==> src/rtl/tb_pkg.sv <==
// Shared opcode encoding and default width for the multicycle ALU and its lab bench.
// Encodings 5..7 are deliberately left undefined and complete as a zero result.
package tb_pkg;

  localparam int ALU_WIDTH_DEFAULT = 8;

  typedef enum logic [2:0] {
    OP_ADD = 3'd0,
    OP_SUB = 3'd1,
    OP_MUL = 3'd2,
    OP_DIV = 3'd3,
    OP_MOD = 3'd4
  } opcode_t;

  function automatic logic is_divmod(input opcode_t op);
    return (op == OP_DIV) || (op == OP_MOD);
  endfunction

endpackage

==> src/rtl/multicycle_alu_divmod.sv <==
// Iterative restoring divider: one quotient bit per step, WIDTH steps after a load.
// quotient/remainder present the value after the step in progress so the parent can register it on the final edge.
module seq_divmod
  import tb_pkg::*;
#(
  parameter int WIDTH = ALU_WIDTH_DEFAULT
) (
  input  logic             clock,
  input  logic             reset_n,
  input  logic             load,
  input  logic             step,
  input  logic [WIDTH-1:0] dividend,
  input  logic [WIDTH-1:0] divisor,
  output logic [WIDTH-1:0] quotient,
  output logic [WIDTH-1:0] remainder,
  output logic             last
);

  localparam int CNT_W = (WIDTH > 1) ? $clog2(WIDTH) : 1;

  logic [WIDTH-1:0] quo_q, quo_d;
  logic [WIDTH-1:0] rem_q, rem_d;
  logic [WIDTH-1:0] dsr_q, dsr_d;
  logic [CNT_W-1:0] cnt_q, cnt_d;
  logic [WIDTH:0]   shifted;
  logic [WIDTH:0]   trial;

  always_comb begin
    quo_d   = quo_q;
    rem_d   = rem_q;
    dsr_d   = dsr_q;
    cnt_d   = cnt_q;
    shifted = {rem_q, quo_q[WIDTH-1]};
    trial   = shifted - {1'b0, dsr_q};
    if (load) begin
      quo_d = dividend;
      rem_d = '0;
      dsr_d = divisor;
      cnt_d = CNT_W'(WIDTH - 1);
    end else if (step) begin
      // A clear top bit of the trial difference means the divisor fits.
      if (!trial[WIDTH]) begin
        rem_d = trial[WIDTH-1:0];
        quo_d = {quo_q[WIDTH-2:0], 1'b1};
      end else begin
        rem_d = shifted[WIDTH-1:0];
        quo_d = {quo_q[WIDTH-2:0], 1'b0};
      end
      if (cnt_q != '0) begin
        cnt_d = cnt_q - CNT_W'(1);
      end
    end
  end

  always_ff @(posedge clock or negedge reset_n) begin
    if (!reset_n) begin
      quo_q <= '0;
      rem_q <= '0;
      dsr_q <= '0;
      cnt_q <= '0;
    end else begin
      quo_q <= quo_d;
      rem_q <= rem_d;
      dsr_q <= dsr_d;
      cnt_q <= cnt_d;
    end
  end

  assign quotient  = quo_d;
  assign remainder = rem_d;
  assign last      = (cnt_q == '0);

endmodule

==> src/rtl/multicycle_alu.sv <==
// Multicycle unsigned ALU with start/busy/done handshake: ADD/SUB in one cycle,
// shift-add MUL and restoring DIV/MOD over WIDTH cycles.
module multicycle_alu
  import tb_pkg::*;
#(
  parameter int WIDTH = ALU_WIDTH_DEFAULT
) (
  input  logic             clock,
  input  logic             reset_n,
  input  logic             start,
  input  logic [WIDTH-1:0] a,
  input  logic [WIDTH-1:0] b,
  input  opcode_t          mode_select,
  output logic             busy,
  output logic             done,
  output logic [WIDTH-1:0] c,
  output logic [WIDTH-1:0] c_hi,
  output logic             carry,
  output logic             div_zero
);

  localparam int CNT_W = (WIDTH > 1) ? $clog2(WIDTH) : 1;

  typedef enum logic [1:0] {
    IDLE = 2'd0,
    CALC = 2'd1,
    DONE = 2'd2
  } alu_state_t;

  alu_state_t         state_q, state_d;
  opcode_t            op_q, op_d;
  logic [WIDTH-1:0]   mcand_q, mcand_d;
  logic [2*WIDTH-1:0] prod_q, prod_d;
  logic [CNT_W-1:0]   cnt_q, cnt_d;
  logic [WIDTH-1:0]   c_q, c_d;
  logic [WIDTH-1:0]   c_hi_q, c_hi_d;
  logic               carry_q, carry_d;
  logic               div_zero_q, div_zero_d;

  logic [WIDTH:0]     sum_add;
  logic [WIDTH:0]     diff_sub;
  logic [WIDTH:0]     mul_sum;
  logic [2*WIDTH-1:0] mul_next;

  logic               div_load;
  logic               div_step;
  logic [WIDTH-1:0]   div_quo;
  logic [WIDTH-1:0]   div_rem;
  logic               div_last;

  assign div_load = (state_q == IDLE) && start && is_divmod(mode_select) && (b != '0);
  assign div_step = (state_q == CALC) && is_divmod(op_q);

  seq_divmod #(
    .WIDTH(WIDTH)
  ) u_divmod (
    .clock    (clock),
    .reset_n  (reset_n),
    .load     (div_load),
    .step     (div_step),
    .dividend (a),
    .divisor  (b),
    .quotient (div_quo),
    .remainder(div_rem),
    .last     (div_last)
  );

  // The product register holds {partial sum, remaining multiplier bits}; each step
  // adds the multiplicand into the upper half and shifts the whole thing right.
  always_comb begin
    sum_add  = {1'b0, a} + {1'b0, b};
    diff_sub = {1'b0, a} - {1'b0, b};
    mul_sum  = {1'b0, prod_q[2*WIDTH-1:WIDTH]} + (prod_q[0] ? {1'b0, mcand_q} : '0);
    mul_next = {mul_sum, prod_q[WIDTH-1:1]};
  end

  always_comb begin
    state_d    = state_q;
    op_d       = op_q;
    mcand_d    = mcand_q;
    prod_d     = prod_q;
    cnt_d      = cnt_q;
    c_d        = c_q;
    c_hi_d     = c_hi_q;
    carry_d    = carry_q;
    div_zero_d = div_zero_q;
    case (state_q)
      IDLE: begin
        if (start) begin
          op_d    = mode_select;
          mcand_d = a;
          case (mode_select)
            OP_ADD: begin
              c_d        = sum_add[WIDTH-1:0];
              c_hi_d     = '0;
              carry_d    = sum_add[WIDTH];
              div_zero_d = 1'b0;
              state_d    = DONE;
            end
            OP_SUB: begin
              c_d        = diff_sub[WIDTH-1:0];
              c_hi_d     = '0;
              carry_d    = diff_sub[WIDTH];
              div_zero_d = 1'b0;
              state_d    = DONE;
            end
            OP_MUL: begin
              prod_d  = {{WIDTH{1'b0}}, b};
              cnt_d   = CNT_W'(WIDTH - 1);
              state_d = CALC;
            end
            OP_DIV, OP_MOD: begin
              if (b == '0) begin
                c_d        = (mode_select == OP_DIV) ? '1 : a;
                c_hi_d     = (mode_select == OP_DIV) ? a : '1;
                carry_d    = 1'b0;
                div_zero_d = 1'b1;
                state_d    = DONE;
              end else begin
                cnt_d   = CNT_W'(WIDTH - 1);
                state_d = CALC;
              end
            end
            default: begin
              c_d        = '0;
              c_hi_d     = '0;
              carry_d    = 1'b0;
              div_zero_d = 1'b0;
              state_d    = DONE;
            end
          endcase
        end
      end
      CALC: begin
        if (op_q == OP_MUL) begin
          prod_d = mul_next;
          if (cnt_q == '0) begin
            c_d        = mul_next[WIDTH-1:0];
            c_hi_d     = mul_next[2*WIDTH-1:WIDTH];
            carry_d    = |mul_next[2*WIDTH-1:WIDTH];
            div_zero_d = 1'b0;
            state_d    = DONE;
          end else begin
            cnt_d = cnt_q - CNT_W'(1);
          end
        end else if (div_last) begin
          c_d        = (op_q == OP_DIV) ? div_quo : div_rem;
          c_hi_d     = (op_q == OP_DIV) ? div_rem : div_quo;
          carry_d    = 1'b0;
          div_zero_d = 1'b0;
          cnt_d      = '0;
          state_d    = DONE;
        end
      end
      DONE: begin
        state_d = IDLE;
      end
      default: begin
        state_d = IDLE;
      end
    endcase
  end

  always_ff @(posedge clock or negedge reset_n) begin
    if (!reset_n) begin
      state_q    <= IDLE;
      op_q       <= OP_ADD;
      mcand_q    <= '0;
      prod_q     <= '0;
      cnt_q      <= '0;
      c_q        <= '0;
      c_hi_q     <= '0;
      carry_q    <= 1'b0;
      div_zero_q <= 1'b0;
    end else begin
      state_q    <= state_d;
      op_q       <= op_d;
      mcand_q    <= mcand_d;
      prod_q     <= prod_d;
      cnt_q      <= cnt_d;
      c_q        <= c_d;
      c_hi_q     <= c_hi_d;
      carry_q    <= carry_d;
      div_zero_q <= div_zero_d;
    end
  end

  assign busy     = (state_q != IDLE);
  assign done     = (state_q == DONE);
  assign c        = c_q;
  assign c_hi     = c_hi_q;
  assign carry    = carry_q;
  assign div_zero = div_zero_q;

endmodule

==> config.mk <==
export PLATFORM = sky130hd
export DESIGN_NAME = multicycle_alu
export DESIGN_NICKNAME = d
export VERILOG_FILES = /design/src/rtl/tb_pkg.sv /design/src/rtl/multicycle_alu_divmod.sv /design/src/rtl/multicycle_alu.sv
export SDC_FILE = /design/constraint.sdc
export NUM_CORES = 1
export LEC_CHECK = 0
export CAP_MARGIN = 10
export CORE_MARGIN = 2
export CORE_UTILIZATION = 54
export DETAILED_ROUTE_END_ITERATION = 10
export GPL_TIMING_DRIVEN = 0
export HOLD_SLACK_MARGIN = 0.02
export PLACE_DENSITY = 0.77
export SLEW_MARGIN = 20
export SYNTH_ARGS = -nofsm -noshare
export SYNTH_HDL_FRONTEND = slang
export SYNTH_SLANG_ARGS = --single-unit
==> constraint.sdc <==
create_clock -name clock -period 2.9 [get_ports clock]
set_clock_uncertainty 0.2 [all_clocks]
set_input_delay 0.725 -clock clock [delete_from_list [all_inputs] [get_ports clock]]
set_output_delay 0.725 -clock clock [all_outputs]
set_load 0.05 [all_outputs]
==> summary.md, run 1 <==
| Metric | Value |
|---|---|
| Most Used Layer, Global Route | `met2` |
| Crit-path max FO | `8` |
| Most frequent cells in the layout | `nand2_1 (82), dfrtp_1 (76), nor2_1 (56)` |
| Pwr dens | `between 1000 and 1500 nW/µm²` |
| Pin count of the biggest net entering global routing | `44` |
| Number of I/O pins | `42` |
| Post-synthesis instance area | `~5500 µm²` |
| Num rows | `36` |
| RSZ-0062 raised after global routing | `true` |
| Area growth, synth to finish | `21.44%` |
| Synth Instances | `647` |
| Async set or reset register ratio after synthesis | `100.0%` |
| Die area | `approximately 11000 µm²` |
| Sequential Power Share | `around a quarter` |
| Fmax | `348.7 MHz` |
| DIE WIDTH | `roughly 110 µm` |
| CTS H-tree depth | `3` |
| Share of cells above drive strength 1 | `18.59%` |
| GR met2 Demand/Resource | `50.60%` |
| Worst setup EP type | `flop` |
| Fin crit period | `~2900 ps` |
| Detailed Routing Iterations Pass 1 | `7` |
| Global-route wire length before repair | `~27 mm` |
| Ant. Diodes | `0` |
| Detail Route Antenna Nets | `0` |
| TritonCTS Buffers | `9` |
| Worst-Margin Slew | `approximately 800 ps` |
| Number of fill cells | `approximately 790` |
| CTS clk-pin slew, worst paths | `80 ps` |
| Final net count | `778` |
| Fin cells | `854` |
| Syn Area/Cell | `between 8 and 9 µm²` |
| Post-synth EDFFs | `0` |
| Starting Density | `56.04%` |
| Commonest non-fill, non-tap cell in the layout | `nand2_1` |
| Placed cells | `821` |
| Port Buf Inserts | `40` |
| Met3 Track Usage GR | `under 10%` |
| WS Path Type | `in2reg` |
| Yosys cell types | `between 70 and 80` |
| Post-CTS Hold Fix Bufs | `0` |
| Status | `complete, no violations` |
| Switching Share | `around half` |
| Hold Path Class | `in2async` |
| Clock Sinks | `77` |
| Tcrit/Tclk final | `a little over nine tenths` |
| Final Hold Viols | `0` |
| Root buf cell | `clkbuf_8` |
| Initial antenna violation count | `0` |
| Combinational fraction of design power | `around 63%` |
| Slew Limit Fails | `0` |
| Clock power share | `about 11%` |
| Die Ht | `~110 µm` |
| CTS tree | `done` |
| # setup viols final | `0` |
| Vias in the first global route | `around 5000` |
| Sequential-to-total area share from yosys stat | `around a third` |
| DP Wirelength | `approximately 13 mm` |
| Gp weighted congestion | `around 0.98` |
| Relative slew slack | `46.28%` |
| Total net switching power | `3806 µW` |
| Clock buffer depth | `2` |
| DRT iter0 DRCs | `between 500 and 600` |
| FF-to-FF path depth | `11` |
| Max-cap violations | `0` |
| Flops & latches, synth | `77` |
| Leakage | `a little under 0.003 µW` |
| Met1 Resource Use GR | `about two fifths` |
| Core area | `just under 10000 µm²` |
| Critical path required time | `roughly 3000 ps` |
| Total grt overflow | `0` |
| Via/cell ratio | `6.467` |
| Setup TNS | `0 ps` |
| Top FF cell, synth | `dfrtp_1` |
| Worst VDD drop | `562.3 µV` |
| Crit start category | `primary input` |
| Post-Route WL | `about 18 mm` |
| Internal power | `slightly below 4000 µW` |
| WL/cell | `roughly 21 µm` |
| Post-synth net total | `a little over 700` |
| DRC viols | `0` |
| Critical Path AT | `2960 ps` |
| Clk_lat worst skew | `370 ps` |
| Via count | `roughly 5500` |
| GRT Total Usage | `between 30% and 40%` |
| YS warnings | `0` |
==> kinds of logic (layout without fill, tap and decap cells) <==
kind of cell | after synthesis | after routing | synth area share [%]
AND/OR/NAND/NOR | 224 | 224 | 19.83
AO/OA/AOI/OAI | 205 | 205 | 24.38
flip-flops | 77 | 77 | 34.86
buffers and inverters | 65 | 139 | 4.912
adder cells (fa/ha/maj) | 40 | 40 | 9.597
multiplexers | 19 | 19 | 3.735
XOR/XNOR | 17 | 17 | 2.694
==> final cells by class <==
cell class	count	area, µm²	area share [%]
Tap cell	133	166.4	2.479
Multi-Input combinational cell	505	3615	53.85
Timing Repair Buffer	61	544.3	8.108
Buffer	24	125.1	1.864
Sequential cell	77	1928	28.72
Inverter	38	142.6	2.125
Clock buffer	11	131.4	1.957
Clock inverter	5	60.06	0.8947
==> per-stage QoR <==
| stage | total power (µW) | cell area, µm² | worst slack, ps | hold WS, ps | util [%] |
|---|---|---|---|---|---|
| after floorplan | 4995 | 5528 | 84.28 | 229.4 | - |
| after global placement | 6054 | 6095 | -1795 | 266.7 | 61.78 |
| after detailed placement | 6198 | 6112 | -1085 | 273.6 | 61.96 |
| after CTS | 7170 | 6499 | 1.303 | 123.1 | 65.88 |
| after global routing | 8119 | 6713 | -53.16 | 129.7 | 68.05 |
| final | 7722 | 6713 | 32.58 | 109.1 | 68.05 |
==> critical path, stage by stage <==
cell           delay (ps)
dlygate4sd2_1         530
ha_4                  310
inv_2                 120
nor2_1                 80
a311oi_2              330
nor3_1                120
a2111oi_2             340
o21ai_1               190
a31oi_1               200
==> flip-flops by register name, indices dropped and copies added, names as in the netlist, 2 cells and up <==
name            cells
c                   8
c_hi                8
cnt_q               3
mcand_q             8
op_q                3
prod_q             16
state_q             2
u_divmod.cnt_q      3
u_divmod.dsr_q      8
u_divmod.quo_q      8
u_divmod.rem_q      8
==> Yosys cell counts (5+ instances only) <==
cell	n	share of area, %
clkbuf_1	15	1.0
nand2_1	82	5.6
nand3_1	10	0.91
inv_1	37	2.5
o21a_1	6	0.81
nand2b_1	8	0.91
nor2_1	56	3.8
ha_1	36	8.1
or3_1	6	0.68
mux2i_1	6	1.1
dfrtp_1	77	35
a211oi_1	8	1.1
o22ai_1	6	0.68
a21oi_1	49	4.4
a31oi_1	19	2.2
a21o_1	6	0.81
nand3b_1	5	0.68
buf_2	7	0.63
xnor2_1	14	2.2
mux2_2	13	2.6
nor2b_1	7	0.79
and2_1	10	1.1
a221oi_1	6	0.95
nor3_1	13	1.2
o21ai_0	56	5.1
==> layer usage <==
layer  vias to the layer above  routed length (µm)
met1                      2655                7180
li1                       2482                   -
met4                         0                 719
met5                         -                   0
met3                        69                1608
met2                       317                8401
==> power groups by stage <==
| stage | logic [µW] | clock network (µW) | registers [µW] |
|---|---|---|---|
| floorplan | 2690 | 0 | 2300 |
| global placement | 4090 | 0 | 1970 |
| detailed placement | 4210 | 0 | 1980 |
| CTS | 4370 | 834 | 1970 |
| global route | 5200 | 887 | 2030 |
| finish | 4890 | 843 | 1990 |
==> worst paths after layout <==
kind | to | slack, ps | startpoint
setup / recovery | c[7]$_DFFE_PN0P_ | 30 | a[5]
hold / removal | u_divmod.rem_q[5]$_DFF_PN0_ | 110 | reset_n
setup reg to reg | c[7]$_DFFE_PN0P_ | 50 | u_divmod.quo_q[7]$_DFF_PN0_
hold reg to reg | prod_q[15]$_DFFE_PN0P_ | 290 | prod_q[15]$_DFFE_PN0P_
max in group asynchronous | prod_q[0]$_DFFE_PN0P_ | 1790 | reset_n
min in group clock | prod_q[15]$_DFFE_PN0P_ | 290 | prod_q[15]$_DFFE_PN0P_
==> timing repair <==
action | CTS | global route
gates resized for setup | 54 | 52
hold endpoints to repair | 0 | 0
pin swaps | 11 | 20
endpoints found under the setup margin | 31 | 34
buffers inserted | 7 | 13
(Power assumes the default switching activity.)
==> inputs of run 2 (changes only) <==
--- a/config.mk
+++ b/config.mk
@@ -7,11 +7,10 @@
 export LEC_CHECK = 0
 export CAP_MARGIN = 10
 export CORE_MARGIN = 2
-export CORE_UTILIZATION = 54
+export CORE_UTILIZATION = 40
 export DETAILED_ROUTE_END_ITERATION = 10
 export GPL_TIMING_DRIVEN = 0
 export HOLD_SLACK_MARGIN = 0.02
-export PLACE_DENSITY = 0.77
 export SLEW_MARGIN = 20
 export SYNTH_ARGS = -nofsm -noshare
 export SYNTH_HDL_FRONTEND = slang
==> run 2 against run 1 <==
  * Power rose by 5.4%
  * Sequential share of layout area fell by 1.1 points
  * Largest cell class unchanged
  * Final area rose by 4.1%
  * Setup slack got worse by 85 ps
  * Critical endpoint unchanged
  * Critical path depth did not move
  * Register-to-register slack got worse by 30 ps
  * The run now ends with negative setup slack left
  * Via count fell by 2.6%
  * Clock power rose by 38%
==> summary.md, run 2 (same netlist as run 1, synthesis figures left out) <==
| Metric | Value |
|---|---|
| Crit start category | `primary input` |
| Fin crit period | `2952 ps (+85.03 ps)` |
| Fmax | `338.7 MHz (-2.9%)` |
| Hold Path Class | `in2async` |
| Total grt overflow | `0 (unchanged)` |
| Total net switching power | `3960 µW (+4.0%)` |
| Detail Route Antenna Nets | `0 (unchanged)` |
| Most frequent cells in the layout | `nand2_1 (81), dfrtp_1 (76), nor2_1 (55), o21ai_0 (55), a21oi_1 (48)` |
| Pwr dens | `1165 nW/µm² (+1.3%)` |
| Initial antenna violation count | `0 (unchanged)` |
| FF-to-FF path depth | `9 (-2)` |
| WL/cell | `21.39 µm (+2.0%)` |
| Final net count | `773 (-0.64%)` |
| Crit-path max FO | `8 (unchanged)` |
| Clk_lat worst skew | `340 ps (-30 ps)` |
| Global-route wire length before repair | `29.13 mm (+8.3%)` |
| Share of cells above drive strength 1 | `20.11% (+1.5 points)` |
| Post-route setup slack | `-52.45 ps (-85.03 ps)` |
| DIE WIDTH | `121.6 µm (+16%)` |
| DRT iter0 DRCs | `469 (-11%)` |
| Max-cap violations | `0 (unchanged)` |
| Setup slack, reg-to-reg | `20 ps (-30 ps)` |
| Die Ht | `121.6 µm (+16%)` |
| Sequential Power Share | `25.1% (-0.6 points)` |
| Switching Share | `48.64% (-0.65 points)` |
| Highest cell delay on the worst timing path | `560 ps (+30 ps)` |
| Max FFs per register | `16 (unchanged)` |
| Die area | `14780 µm² (+34%)` |
| Combinational fraction of design power | `60.7% (-2.7 points)` |
| Final Hold Viols | `0 (unchanged)` |
| Slew Limit Fails | `0 (unchanged)` |
| Ant. Diodes | `0 (unchanged)` |
| CTS H-tree depth | `3 (unchanged)` |
| Starting Density | `41.41% (-15 points)` |
| Setup slack at placement | `-1053 ps (+31.59 ps)` |
| Critical path startpoint | `a[5]` |
| Worst-Margin Slew | `667.7 ps (-135.1 ps)` |
| Number of I/O pins | `42 (unchanged)` |
| Gp weighted congestion | `0.9663 (-1.8%)` |
| Critical Path AT | `3000 ps (+40 ps)` |
| Worst-path cell chain | `dlygate4sd2_1 > ha_4 > inv_2 > nor2_1 > a311oi_2 > nor3_1 > a2111oi_1 > o21ai_1 > a31oi_1` |
| Reg-to-reg endpoint | `c[7]$_DFFE_PN0P_` |
| Critical path required time | `2940 ps (-50 ps)` |
| Leakage | `0.002973 µW (+2.7%)` |
| Clock Sinks | `77 (unchanged)` |
| Port Buf Inserts | `40 (unchanged)` |
| Fin area | `6989 µm² (+4.1%)` |
| CTS clk-pin slew, worst paths | `60 ps (-20 ps)` |
| Vias in the first global route | `5236 (+1.7%)` |
| Failing checks | `negative setup slack` |
| Via/cell ratio | `6.030 (-6.8%)` |
| Area growth, synth to finish | `26.44%` |
| Internal power | `4181 µW (+6.8%)` |
| Worst setup EP type | `flop` |
| Dpl cell area | `6173 µm² (+1.0%)` |
| Post-CTS Hold Fix Bufs | `0 (unchanged)` |
| DRC viols | `0 (unchanged)` |
| TritonCTS Buffers | `9 (unchanged)` |
| Largest register by flop count | `prod_q` |
| WS Path Type | `in2reg` |
| Status | `finished, violations left` |
| Via count | `5379 (-2.6%)` |
| RSZ-0062 raised after global routing | `true` |
| CP max-delay cell | `dlygate4sd2_1` |
| # setup viols final | `1 (+1)` |
| Clock buffer depth | `2 (unchanged)` |
| GRT Total Usage | `26.17% (-5.4 points)` |
| Clock power share | `14.2% (+3.3 points)` |
| Relative slew slack | `55.32% (+9.0 points)` |
| Core area | `13350 µm² (+35%)` |
| CTS tree | `done` |
| Root buf cell | `clkbuf_16` |
| Worst VDD drop | `388.9 µV (-31%)` |
| Detailed Routing Iterations Pass 1 | `5 (-2)` |
| Reg-to-Reg Start | `u_divmod.dsr_q[0]$_DFFE_PN0P_` |
| Num rows | `42 (+17%)` |
| DP Wirelength | `14.23 mm (+9.9%)` |
| Commonest non-fill, non-tap cell in the layout | `nand2_1` |
| Pin count of the biggest net entering global routing | `47 (+6.8%)` |
| Tcrit/Tclk final | `101.8% (+2.9 points)` |
| Post-Route WL | `19.08 mm (+6.5%)` |
==> run 2: cell types whose count changed in the layout (fill, tap and decap cells not counted), sizes merged <==
cell | before | now
clkinvlp | 1 | 2
dlygate4sd2 | 6 | 7
dlymetal6s2s | 4 | 5
clkdlybuf4s50 | 22 | 21
buf | 32 | 27
clkinv | 2 | 1
clkdlybuf4s15 | 1 | 0
==> run 2: through the flow <==
| stage | power, µW | std cells | setup TNS, ps | utilization [%] | hold WS [ps] |
|---|---|---|---|---|---|
| finish | 8141 | 892 | -52.45 | 52.36 | 138.7 |
| global route | 8610 | 892 | -166.8 | 52.36 | 170.5 |
| CTS | 7683 | 885 | -82.22 | 50.53 | 151.8 |
| detailed placement | 6336 | 864 | -26540 | 46.25 | 275.4 |
| global placement | 6203 | 863 | -171140 | 46.06 | 266.3 |
| floorplan | 4995 | 647 | 0 | - | 229.4 |
==> run 2: per-layer routing <==
metal | wire, µm | vias up | track usage (%)
li1 | - | 2459 | -
met1 | 8311 | 2611 | 36.31
met2 | 8558 | 252 | 40.06
met3 | 1420 | 57 | 4.963
met4 | 786 | 0 | 11.14
met5 | 0 | - | 0
==> run 2: layout make-up <==
cell class / count / area [µm²]
clock buffer: 11 / 242.7
tap: 176 / 220.2
multi-input combinational: 505 / 3752
clock inverter: 5 / 58.81
buffer: 24 / 130.1
timing repair buffer: 56 / 511.7
fill: 1235 / 6359
inverter: 38 / 145.1
sequential: 77 / 1928
==> run 2: power groups by stage <==
| stage | sequential [µW] | combinational, µW | clock [µW] |
|---|---|---|---|
| floorplan | 2300 | 2690 | 0 |
| global placement | 2000 | 4210 | 0 |
| detailed placement | 2030 | 4310 | 0 |
| CTS | 2020 | 4500 | 1160 |
| global route | 2100 | 5290 | 1210 |
| finish | 2040 | 4940 | 1160 |
==> run 2: repair_timing <==
action,in CTS,in global routing
setup buffers,7,8
gates resized for setup,66,63
endpoints found under the setup margin,37,33
pin swaps,11,22
==> run 2: how the worst max path moves through the flow <==
stage	to	cells past startpoint	slack [ps]
6_report	c[7]$_DFFE_PN0P_	9	-50
5_1_grt	c[7]$_DFFE_PN0P_	9	-130
4_1_cts	c[7]$_DFFE_PN0P_	9	-60
3_5_place_dp	c[7]$_DFFE_PN0P_	10	-1050
3_3_place_gp	mcand_q[4]$_DFFE_PN0P_	1	-1910
2_1_floorplan	c_hi[1]$_DFFE_PN0P_	10	80
==> run 2: worst max-delay path: cells and delay by family <==
kind	cells	cell delay, ps
AO/OA/AOI/OAI	4	1090
buffers and inverters	2	690
adder cells (fa/ha/maj)	1	310
AND/OR/NAND/NOR	2	180
